===== config.mk =====
export PLATFORM = sky130hd
export DESIGN_NAME = sys_ctrl_burst_fsm_flat
export DESIGN_NICKNAME = d
export VERILOG_FILES = /design/src/rtl/sys_ctrl_burst_fsm_pkg.sv /design/src/rtl/sys_ctrl_burst_fsm_if.sv /design/src/rtl/sys_ctrl_burst_fsm_timeout.sv /design/src/rtl/sys_ctrl_burst_fsm.sv /design/src/flat_wrapper.sv
export SDC_FILE = /design/constraint.sdc
export NUM_CORES = 1
export LEC_CHECK = 0
export BUFFER_PORTS_ARGS = -buffer_cell sky130_fd_sc_hd__buf_2
export CELL_PAD_IN_SITES_DETAIL_PLACEMENT = 2
export CELL_PAD_IN_SITES_GLOBAL_PLACEMENT = 2
export CORE_AREA = 5 5 147 149
export CTS_CLUSTER_SIZE = 8
export DETAILED_ROUTE_END_ITERATION = 6
export DIE_AREA = 0 0 152 154
export PLACE_DENSITY_LB_ADDON = 0.1
export SLEW_MARGIN = 20
export SYNTH_ARGS = -nofsm -noshare
export SYNTH_HDL_FRONTEND = slang
export SYNTH_SLANG_ARGS = --single-unit

===== constraint.sdc =====
create_clock -name clk -period 2.85 [get_ports clk]
set_clock_uncertainty 0.05 [all_clocks]
set_input_delay 0.57 -clock clk [delete_from_list [all_inputs] [get_ports clk]]
set_output_delay 0.57 -clock clk [all_outputs]
set_load 0.01 [all_outputs]

===== src/rtl/sys_ctrl_burst_fsm_pkg.sv =====
// Shared definitions for the host debug/control burst engine.
// Contents: opcodes, ACK/NAK values, state encodings (also visible on the
// state_out debug port), STATUS reply bit positions, and a sizing helper.
package sys_ctrl_pkg;

  localparam logic [7:0] OP_HALT     = 8'h00;
  localparam logic [7:0] OP_RESUME   = 8'h01;
  localparam logic [7:0] OP_WRITE    = 8'h02;
  localparam logic [7:0] OP_READ     = 8'h03;
  localparam logic [7:0] OP_RESET    = 8'h04;
  localparam logic [7:0] OP_PING     = 8'h05;
  localparam logic [7:0] OP_HOLD_RST = 8'h06;
  localparam logic [7:0] OP_REL_RST  = 8'h07;
  localparam logic [7:0] OP_STATUS   = 8'h08;

  localparam logic [7:0] RSP_ACK = 8'h00;
  localparam logic [7:0] RSP_NAK = 8'hFF;

  // STATUS reply bit positions; the low nibble is always zero.
  localparam int unsigned STAT_HALT   = 7;
  localparam int unsigned STAT_HALTED = 6;
  localparam int unsigned STAT_RST    = 5;
  localparam int unsigned STAT_SAFE   = 4;

  typedef enum logic [7:0] {
    S_IDLE      = 8'h00,
    S_ARG_ADDR  = 8'h01,
    S_ARG_LEN   = 8'h02,
    S_WR_DATA   = 8'h03,
    S_WR_STROBE = 8'h04,
    S_RD_STROBE = 8'h05,
    S_RD_WAIT   = 8'h06,
    S_RD_SEND   = 8'h07,
    S_HALT_WAIT = 8'h08,
    S_RESET_CNT = 8'h09,
    S_SEND      = 8'h0A
  } state_t;

  function automatic int unsigned max3(input int unsigned a, input int unsigned b,
                                       input int unsigned c);
    int unsigned m;
    m = (a > b) ? a : b;
    return (m > c) ? m : c;
  endfunction

endpackage


===== src/rtl/sys_ctrl_burst_fsm_if.sv =====
// UART byte stream, CPU memory bus and CPU control bundle of the debug engine.
// master: the engine (consumes rx bytes, drives tx, bus, halt/reset, debug state)
// slave : the surrounding system (UART, memory, CPU)
interface sys_ctrl_burst_fsm_if #(
  parameter int unsigned ADDR_W = 16
);
  logic              rx_valid;
  logic [7:0]        rx_data;
  logic              tx_ready;
  logic              tx_start;
  logic [7:0]        tx_data;
  logic [ADDR_W-1:0] cpu_bus_addr;
  logic [7:0]        cpu_bus_data_in;
  logic [7:0]        cpu_bus_data_out;
  logic              cpu_bus_write_en;
  logic              cpu_bus_read_en;
  logic              cpu_halt;
  logic              cpu_rst;
  logic              cpu_is_halted;
  logic              cpu_sys_mux_ctrl;
  logic [7:0]        state_out;

  modport master (
    input  rx_valid, rx_data, tx_ready, cpu_bus_data_in, cpu_is_halted,
    output tx_start, tx_data, cpu_bus_addr, cpu_bus_data_out, cpu_bus_write_en,
           cpu_bus_read_en, cpu_halt, cpu_rst, cpu_sys_mux_ctrl, state_out
  );

  modport slave (
    output rx_valid, rx_data, tx_ready, cpu_bus_data_in, cpu_is_halted,
    input  tx_start, tx_data, cpu_bus_addr, cpu_bus_data_out, cpu_bus_write_en,
           cpu_bus_read_en, cpu_halt, cpu_rst, cpu_sys_mux_ctrl, state_out
  );
endinterface


===== src/rtl/sys_ctrl_burst_fsm_timeout.sv =====
// Loadable down-counter with clear and enable.
// Ports: clk, rst (async, active-low), load/load_val (highest priority),
// clr (zero the count), en (count down while non-zero),
// expired (combinational, high for the one enabled cycle in which count==1,
// i.e. after exactly load_val enabled cycles).
module sys_ctrl_timeout #(
  parameter int unsigned W = 8
) (
  input  logic         clk,
  input  logic         rst,
  input  logic         load,
  input  logic [W-1:0] load_val,
  input  logic         clr,
  input  logic         en,
  output logic         expired
);
  logic [W-1:0] cnt;

  always_ff @(posedge clk or negedge rst) begin
    if (!rst)                  cnt <= '0;
    else if (load)             cnt <= load_val;
    else if (clr)              cnt <= '0;
    else if (en && cnt != '0)  cnt <= cnt - W'(1);
  end

  assign expired = en && !load && (cnt == W'(1));
endmodule


===== src/rtl/sys_ctrl_burst_fsm.sv =====
// Host-side debug/control engine: decodes single-byte commands from a UART
// byte stream, performs halt/resume/reset control and burst peek/poke on the
// CPU bus (only while bus_safe), and answers with ACK/NAK/data bytes.
// Ports: clk, rst (async, active-low), bus (master modport: rx/tx bytes,
// CPU bus, cpu_halt/cpu_rst/cpu_is_halted, cpu_sys_mux_ctrl, state_out).
module sys_ctrl_burst_fsm
  import sys_ctrl_pkg::*;
#(
  parameter int unsigned ADDR_BYTES = 2,
  parameter int unsigned READ_LAT   = 2,
  parameter int unsigned RST_CYC    = 256,
  parameter int unsigned HALT_WAIT  = 1024,
  parameter int unsigned RX_TIMEOUT = 2_000_000
) (
  input logic                  clk,
  input logic                  rst,
  sys_ctrl_burst_fsm_if.master bus
);
  localparam int unsigned ADDR_W = 8 * ADDR_BYTES;
  localparam int unsigned TW     = $clog2(max3(RX_TIMEOUT, HALT_WAIT, RST_CYC) + 1);
  localparam int unsigned LW     = $clog2(READ_LAT + 1);

  state_t            state, next_state, ret_state, next_ret;
  logic [ADDR_W-1:0] addr;
  logic [7:0]        burst_cnt, byte_cnt, tx_data_q, data_out_q;
  logic [LW-1:0]     lat_cnt;
  logic              is_read, wr_err, cpu_halt_q, cpu_rst_q, bus_safe;
  logic              send_load;
  logic [7:0]        send_val, status;
  logic              rx_load, rx_en, rx_exp, hw_load, hw_en, hw_exp, rc_load, rc_en, rc_exp;
  logic              idle;

  assign bus_safe = (cpu_halt_q & bus.cpu_is_halted) | ~cpu_rst_q;
  assign idle     = (state == S_IDLE);

  always_comb begin
    status              = '0;
    status[STAT_HALT]   = cpu_halt_q;
    status[STAT_HALTED] = bus.cpu_is_halted;
    status[STAT_RST]    = cpu_rst_q;
    status[STAT_SAFE]   = bus_safe;
  end

  sys_ctrl_timeout #(.W(TW)) u_rx_to (
    .clk(clk), .rst(rst), .load(rx_load), .load_val(TW'(RX_TIMEOUT)),
    .clr(idle), .en(rx_en), .expired(rx_exp));
  sys_ctrl_timeout #(.W(TW)) u_halt_to (
    .clk(clk), .rst(rst), .load(hw_load), .load_val(TW'(HALT_WAIT)),
    .clr(idle), .en(hw_en), .expired(hw_exp));
  sys_ctrl_timeout #(.W(TW)) u_rst_to (
    .clk(clk), .rst(rst), .load(rc_load), .load_val(TW'(RST_CYC)),
    .clr(idle), .en(rc_en), .expired(rc_exp));

  // State register
  always_ff @(posedge clk or negedge rst) begin
    if (!rst) state <= S_IDLE;
    else      state <= next_state;
  end

  // Next-state logic; also picks the response byte and where SEND returns to.
  always_comb begin
    next_state = state;
    next_ret   = ret_state;
    send_load  = 1'b0;
    send_val   = RSP_ACK;
    case (state)
      S_IDLE: if (bus.rx_valid) begin
        next_ret  = S_IDLE;
        send_load = 1'b1;
        next_state = S_SEND;
        case (bus.rx_data)
          OP_HALT:           begin next_state = S_HALT_WAIT; send_load = 1'b0; end
          OP_WRITE, OP_READ: begin next_state = S_ARG_ADDR;  send_load = 1'b0; end
          OP_RESET:          begin next_state = S_RESET_CNT; send_load = 1'b0; end
          OP_RESUME, OP_PING, OP_HOLD_RST, OP_REL_RST: send_val = RSP_ACK;
          OP_STATUS:         send_val = status;
          default:           send_val = RSP_NAK;
        endcase
      end
      S_ARG_ADDR: begin
        if (bus.rx_valid) begin
          if (byte_cnt == 8'(ADDR_BYTES - 1)) next_state = S_ARG_LEN;
        end else if (rx_exp) begin
          next_state = S_SEND; next_ret = S_IDLE; send_load = 1'b1; send_val = RSP_NAK;
        end
      end
      S_ARG_LEN: begin
        if (bus.rx_valid) begin
          if (!is_read)      next_state = S_WR_DATA;
          else if (bus_safe) next_state = S_RD_STROBE;
          else begin
            next_state = S_SEND; next_ret = S_IDLE; send_load = 1'b1; send_val = RSP_NAK;
          end
        end else if (rx_exp) begin
          next_state = S_SEND; next_ret = S_IDLE; send_load = 1'b1; send_val = RSP_NAK;
        end
      end
      S_WR_DATA: begin
        if (bus.rx_valid) next_state = S_WR_STROBE;
        else if (rx_exp) begin
          next_state = S_SEND; next_ret = S_IDLE; send_load = 1'b1; send_val = RSP_NAK;
        end
      end
      S_WR_STROBE: begin
        if (burst_cnt == 8'd0) begin
          next_state = S_SEND; next_ret = S_IDLE; send_load = 1'b1;
          send_val   = (wr_err || !bus_safe) ? RSP_NAK : RSP_ACK;
        end else begin
          next_state = S_WR_DATA;
        end
      end
      S_RD_STROBE: next_state = S_RD_WAIT;
      S_RD_WAIT: if (lat_cnt == '0) begin
        next_state = S_SEND; next_ret = S_RD_SEND; send_load = 1'b1;
        send_val   = bus.cpu_bus_data_in;
      end
      S_RD_SEND: next_state = (burst_cnt == 8'd0) ? S_IDLE : S_RD_STROBE;
      S_HALT_WAIT: begin
        if (bus.cpu_is_halted) begin
          next_state = S_SEND; next_ret = S_IDLE; send_load = 1'b1; send_val = RSP_ACK;
        end else if (hw_exp) begin
          next_state = S_SEND; next_ret = S_IDLE; send_load = 1'b1; send_val = RSP_NAK;
        end
      end
      S_RESET_CNT: if (rc_exp) begin
        next_state = S_SEND; next_ret = S_IDLE; send_load = 1'b1; send_val = RSP_ACK;
      end
      S_SEND: if (bus.tx_ready) next_state = ret_state;
      default: next_state = S_IDLE;
    endcase
  end

  // Output decode: strobes and timer controls
  always_comb begin
    bus.tx_start         = (state == S_SEND) && bus.tx_ready;
    bus.cpu_bus_write_en = (state == S_WR_STROBE) && bus_safe;
    bus.cpu_bus_read_en  = (state == S_RD_STROBE) && bus_safe;
    rx_en   = (state == S_ARG_ADDR) || (state == S_ARG_LEN) || (state == S_WR_DATA);
    rx_load = bus.rx_valid &&
              (rx_en || (idle && (bus.rx_data == OP_WRITE || bus.rx_data == OP_READ)));
    hw_en   = (state == S_HALT_WAIT);
    hw_load = idle && bus.rx_valid && (bus.rx_data == OP_HALT);
    rc_en   = (state == S_RESET_CNT);
    rc_load = idle && bus.rx_valid && (bus.rx_data == OP_RESET);
  end

  // Datapath registers
  always_ff @(posedge clk or negedge rst) begin
    if (!rst) begin
      ret_state  <= S_IDLE;
      addr       <= '0;
      burst_cnt  <= '0;
      byte_cnt   <= '0;
      lat_cnt    <= '0;
      tx_data_q  <= '0;
      data_out_q <= '0;
      is_read    <= 1'b0;
      wr_err     <= 1'b0;
      cpu_halt_q <= 1'b0;
      cpu_rst_q  <= 1'b1;
    end else begin
      ret_state <= next_ret;
      if (send_load) tx_data_q <= send_val;
      case (state)
        S_IDLE: if (bus.rx_valid) begin
          case (bus.rx_data)
            OP_HALT:              cpu_halt_q <= 1'b1;
            OP_RESUME:            cpu_halt_q <= 1'b0;
            OP_WRITE:             begin is_read <= 1'b0; byte_cnt <= '0; wr_err <= 1'b0; end
            OP_READ:              begin is_read <= 1'b1; byte_cnt <= '0; end
            OP_RESET, OP_HOLD_RST: cpu_rst_q <= 1'b0;
            OP_REL_RST:           cpu_rst_q <= 1'b1;
            default: ;
          endcase
        end
        // Address bytes arrive MSB-first: shift the accumulated value up.
        S_ARG_ADDR: if (bus.rx_valid) begin
          addr     <= ADDR_W'({addr, bus.rx_data});
          byte_cnt <= byte_cnt + 8'd1;
        end
        S_ARG_LEN:  if (bus.rx_valid) burst_cnt  <= bus.rx_data;
        S_WR_DATA:  if (bus.rx_valid) data_out_q <= bus.rx_data;
        S_WR_STROBE: begin
          addr <= addr + ADDR_W'(1);
          if (!bus_safe)          wr_err    <= 1'b1;
          if (burst_cnt != 8'd0)  burst_cnt <= burst_cnt - 8'd1;
        end
        S_RD_STROBE: lat_cnt <= LW'(READ_LAT - 1);
        S_RD_WAIT:   if (lat_cnt != '0) lat_cnt <= lat_cnt - LW'(1);
        S_RD_SEND: begin
          addr <= addr + ADDR_W'(1);
          if (burst_cnt != 8'd0) burst_cnt <= burst_cnt - 8'd1;
        end
        S_RESET_CNT: if (rc_exp) cpu_rst_q <= 1'b1;
        S_HALT_WAIT, S_SEND: ;
        // An illegal state code returns the CPU controls to their reset values.
        default: begin
          cpu_halt_q <= 1'b0;
          cpu_rst_q  <= 1'b1;
        end
      endcase
    end
  end

  assign bus.tx_data          = tx_data_q;
  assign bus.cpu_bus_addr     = addr;
  assign bus.cpu_bus_data_out = data_out_q;
  assign bus.cpu_halt         = cpu_halt_q;
  assign bus.cpu_rst          = cpu_rst_q;
  assign bus.cpu_sys_mux_ctrl = bus_safe;
  assign bus.state_out        = state;
endmodule


===== src/flat_wrapper.sv =====
// flat-port wrapper written by rule: the top's interface ports become plain ports
module sys_ctrl_burst_fsm_flat import sys_ctrl_pkg::*;
#(
  parameter int unsigned ADDR_BYTES = 2,
  parameter int unsigned READ_LAT   = 2,
  parameter int unsigned RST_CYC    = 256,
  parameter int unsigned HALT_WAIT  = 1024,
  parameter int unsigned RX_TIMEOUT = 2_000_000
)
  (clk, rst, bus_rx_valid, bus_rx_data, bus_tx_ready, bus_cpu_bus_data_in, bus_cpu_is_halted, bus_tx_start, bus_tx_data, bus_cpu_bus_addr, bus_cpu_bus_data_out, bus_cpu_bus_write_en, bus_cpu_bus_read_en, bus_cpu_halt, bus_cpu_rst, bus_cpu_sys_mux_ctrl, bus_state_out);
  sys_ctrl_burst_fsm_if #(.ADDR_W(16)) bus_i ();
  input logic clk;
  input logic rst;
  input wire logic [$bits(bus_i.rx_valid)-1:0] bus_rx_valid;
  input wire logic [$bits(bus_i.rx_data)-1:0] bus_rx_data;
  input wire logic [$bits(bus_i.tx_ready)-1:0] bus_tx_ready;
  input wire logic [$bits(bus_i.cpu_bus_data_in)-1:0] bus_cpu_bus_data_in;
  input wire logic [$bits(bus_i.cpu_is_halted)-1:0] bus_cpu_is_halted;
  output wire logic [$bits(bus_i.tx_start)-1:0] bus_tx_start;
  output wire logic [$bits(bus_i.tx_data)-1:0] bus_tx_data;
  output wire logic [$bits(bus_i.cpu_bus_addr)-1:0] bus_cpu_bus_addr;
  output wire logic [$bits(bus_i.cpu_bus_data_out)-1:0] bus_cpu_bus_data_out;
  output wire logic [$bits(bus_i.cpu_bus_write_en)-1:0] bus_cpu_bus_write_en;
  output wire logic [$bits(bus_i.cpu_bus_read_en)-1:0] bus_cpu_bus_read_en;
  output wire logic [$bits(bus_i.cpu_halt)-1:0] bus_cpu_halt;
  output wire logic [$bits(bus_i.cpu_rst)-1:0] bus_cpu_rst;
  output wire logic [$bits(bus_i.cpu_sys_mux_ctrl)-1:0] bus_cpu_sys_mux_ctrl;
  output wire logic [$bits(bus_i.state_out)-1:0] bus_state_out;
  assign bus_i.rx_valid = bus_rx_valid;
  assign bus_i.rx_data = bus_rx_data;
  assign bus_i.tx_ready = bus_tx_ready;
  assign bus_i.cpu_bus_data_in = bus_cpu_bus_data_in;
  assign bus_i.cpu_is_halted = bus_cpu_is_halted;
  assign bus_tx_start = bus_i.tx_start;
  assign bus_tx_data = bus_i.tx_data;
  assign bus_cpu_bus_addr = bus_i.cpu_bus_addr;
  assign bus_cpu_bus_data_out = bus_i.cpu_bus_data_out;
  assign bus_cpu_bus_write_en = bus_i.cpu_bus_write_en;
  assign bus_cpu_bus_read_en = bus_i.cpu_bus_read_en;
  assign bus_cpu_halt = bus_i.cpu_halt;
  assign bus_cpu_rst = bus_i.cpu_rst;
  assign bus_cpu_sys_mux_ctrl = bus_i.cpu_sys_mux_ctrl;
  assign bus_state_out = bus_i.state_out;
  sys_ctrl_burst_fsm #(.ADDR_BYTES(ADDR_BYTES), .READ_LAT(READ_LAT), .RST_CYC(RST_CYC), .HALT_WAIT(HALT_WAIT), .RX_TIMEOUT(RX_TIMEOUT)) u_core (.clk(clk), .rst(rst), .bus(bus_i));
endmodule

==> flow_summary.toml <==
[pwr]
totalPowerFinal_w = 0.0105
leakage_nw = 3.99
p_per_area_nw_per_um2 = 1170
ir_drop_mv = 0.455

[worst_setup_path]
critPathMaxFanout = 10
cpMaxStageDelayCell = "or4_4"
end_kind = "output pin"
cp.arrival_ns = 2.14
start_kind = "register"
crit_chain = "or4_4, buf_4, nor2_4, and3_4, buf_2"
crit_buf_inv = 2
max_stage_delay_ns = 0.56
path_class = "reg2out"
worst_ep_required_time_ns = 2.23
cp_top_family = "simple AND/OR/NAND/NOR gates"

[min_path]
min_path_type = "in2async"

[synthesis]
synth-main-ff-cell = "dfrtp_1"
synth_top_area_share_pct = 45.0
yosys.cell_count.top_type = "dfrtp_1"
syn_area_um2 = 7350
ys_seq_elements = 133
ys_types = 70
synth_area_leaders = "dfrtp_1 (45%), nor2_1 (5.9%), xor2_1 (3.1%), nand2_1 (3.0%), a21oi_1 (2.9%)"
synth.avg_cell_area_um2 = 9.12
synth_edf_count = 0
synth_nets = 841
ys_warn_count = 0
synth_cells = 806
async_flop_share_pct = 100
ys_seq_area_share_pct = 45.3
synth_common_cells = "dfrtp_1 (132), nor2_1 (115), nand2_1 (58)"
yosys.area.top_type = "dfrtp_1"

[clock_tree]
ctsHoldBuffers = 0
cts_tree = "built"
htreeDepth = 4
cts_buffers = 17
post_cts_buffers = 0
cts.clk_slew.worst_paths_ns = 0.07
clockBufferDepth = 2
cts_root_buffer = "clkbuf_16"
clkSinkCount = 133
insertion_delay_ns = 0.42

[drt]
via_per_inst = 5.69
drc = 0
antenna_left = 0
firstDrtPassIters = 5
wirelength_um = 25100
drt_iter0_markers = 252
dr_total_vias = 6797
post_drt_wl_per_cell_um = 21.0

[global_route]
antenna_found_initial = 0
grt_first_pass_wirelength_um = 41100
grt_pass1_vias = 7648
gr-total-overflow = 0
track_usage_pct = 21.4
grt_max_degree = 56

[floorplanning]
fp.dieW_um = 152
coreArea_um2 = 20000
die_area_um2 = 23400
dieHeight_um = 154
io_pins = 67
row_count = 52
initial_core_util_pct = 36.7

[final_layout]
stdcell_count = 1195
antenna_cells = 0
drive_gt1_share_pct = 19.9
fillerInstances = 2234
final_nets = 947
syn_to_final_growth_pct = 21.8

[placement]
io_buffer_count = 66
hpwl_um = 18500
place_inst = 1163
post-place-ws_ns = -0.0293
gp_congestion = 0.825

[sta]
slew_headroom_pct = 46.0
worst_pin_slew_ns = 0.809
slew_violations = 0
fin_crit_ns = 2.76
hold_viol_final = 0
layout_setup_ws_ns = 0.0891
finalCritPeriodShare_pct = 96.9
timing.fmax_mhz = 362
setup_viol = 0

[flow_run]
maxCapViolCount = 0

[run_status]
status = "completed"
==> area by class of cell <==
cell class / instances / area (um2) / area share, %
Sequential cell: 133 / 3330 / 37.2
Multi-Input combinational cell: 619 / 3850 / 43.0
Inverter: 24 / 90.1 / 1.01
Timing Repair Buffer: 117 / 744 / 8.32
Tap cell: 270 / 338 / 3.78
Clock inverter: 14 / 166 / 1.86
Clock buffer: 18 / 429 / 4.80
==> report_power, final <==
part	leakage, nW	switching, W	total, W	internal, W
clock	0.282	0.000948	0.00227	0.00132
combinational	1.98	0.00286	0.00486	0.00200
sequential	1.73	0.000803	0.00336	0.00255
total	3.99	0.00461	0.0105	0.00587
==> stage by stage <==
step	setup TNS [ns]	util [%]	hold slack, ns	area [um2]
6_report	0	44.6	0.0577	8950
4_1_cts	0	44.5	0.0705	8920
3_3_place_gp	0	41.5	0.407	8320
2_1_floorplan	0	-	0.224	7350
3_5_place_dp	-0.0613	41.5	0.423	8320
5_1_grt	-0.000303	44.6	0.0880	8950
==> layer usage <==
layer	track usage (%)	up-vias	wire, um
met2	40.0	91	13200
met4	6.16	0	389
met1	25.2	3532	10800
met3	3.68	30	664
li1	-	3144	-
met5	0	-	0
==> state kept, by name (all words and copies together), names as in the netlist <==
| name | count |
|---|---|
| u_core.bus.tx_data | 8 |
| u_core.bus.cpu_bus_addr | 16 |
| u_core.wr_err | 1 |
| u_core.is_read | 1 |
| u_core.u_rx_to.cnt | 21 |
| u_core.u_halt_to.cnt | 21 |
| u_core.bus.cpu_rst | 1 |
| u_core.bus.state_out | 8 |
| u_core.bus.cpu_halt | 1 |
| u_core.u_rst_to.cnt | 21 |
| u_core.lat_cnt | 2 |
| u_core.bus.cpu_bus_data_out | 8 |
| u_core.ret_state | 8 |
| u_core.byte_cnt | 8 |
| u_core.burst_cnt | 8 |
==> worst paths after layout <==
kind                                                      from                                       to  slack (ns)  cells past startpoint
setup / recovery           u_core.bus.state_out[6]$_DFFE_PN0P_                             bus_tx_start        0.09                      5
hold / removal                                             rst  u_core.bus.cpu_bus_addr[11]$_DFFE_PN0P_        0.06                      1
setup reg to reg           u_core.bus.state_out[6]$_DFFE_PN0P_       u_core.u_rst_to.cnt[5]$_DFFE_PN0P_        0.14                      7
hold reg to reg                u_core.ret_state[7]$_DFFE_PN0P_      u_core.bus.state_out[7]$_DFFE_PN0P_        0.43                      1
max in group asynchronous                                  rst           u_core.bus.cpu_rst$_DFFE_PN1P_        1.85                      2
min in group clk                        bus_cpu_bus_data_in[0]        u_core.bus.tx_data[0]$_DFFE_PN0P_        0.34                      2
==> cells by family (layout without fill, tap and decap cells) <==
logic type	Yosys count	in the layout	synth area share [%]
buffers and inverters	54	173	2.83
adder cells (fa/ha/maj)	14	14	2.38
AND/OR/NAND/NOR	366	366	26.1
flip-flops	133	133	45.3
XOR/XNOR	45	45	5.36
AO/OA/AOI/OAI	179	179	15.8
multiplexers	15	15	2.25
==> cell usage in the layout (no fill, tap or decap), types with 13 or more instances in the layout <==
cell and n:
o21ai_1 13, ha_1 14, o21ai_0 39, nand4_1 17, nor3_1 39, buf_2 65, a211oi_1 15, buf_4 49
nor4_1 16, nand3_1 33, inv_1 24, dfrtp_1 131, nand2_1 58, xnor2_1 19, nor2_1 113, a21oi_1 43
clkbuf_16 17, xor2_1 26
==> repair_timing <==
item,in CTS,in global routing
resized for setup,4,4
hold endpoints to repair,0,0
endpoints found under the setup margin,1,4
(Power assumes the default switching activity.)
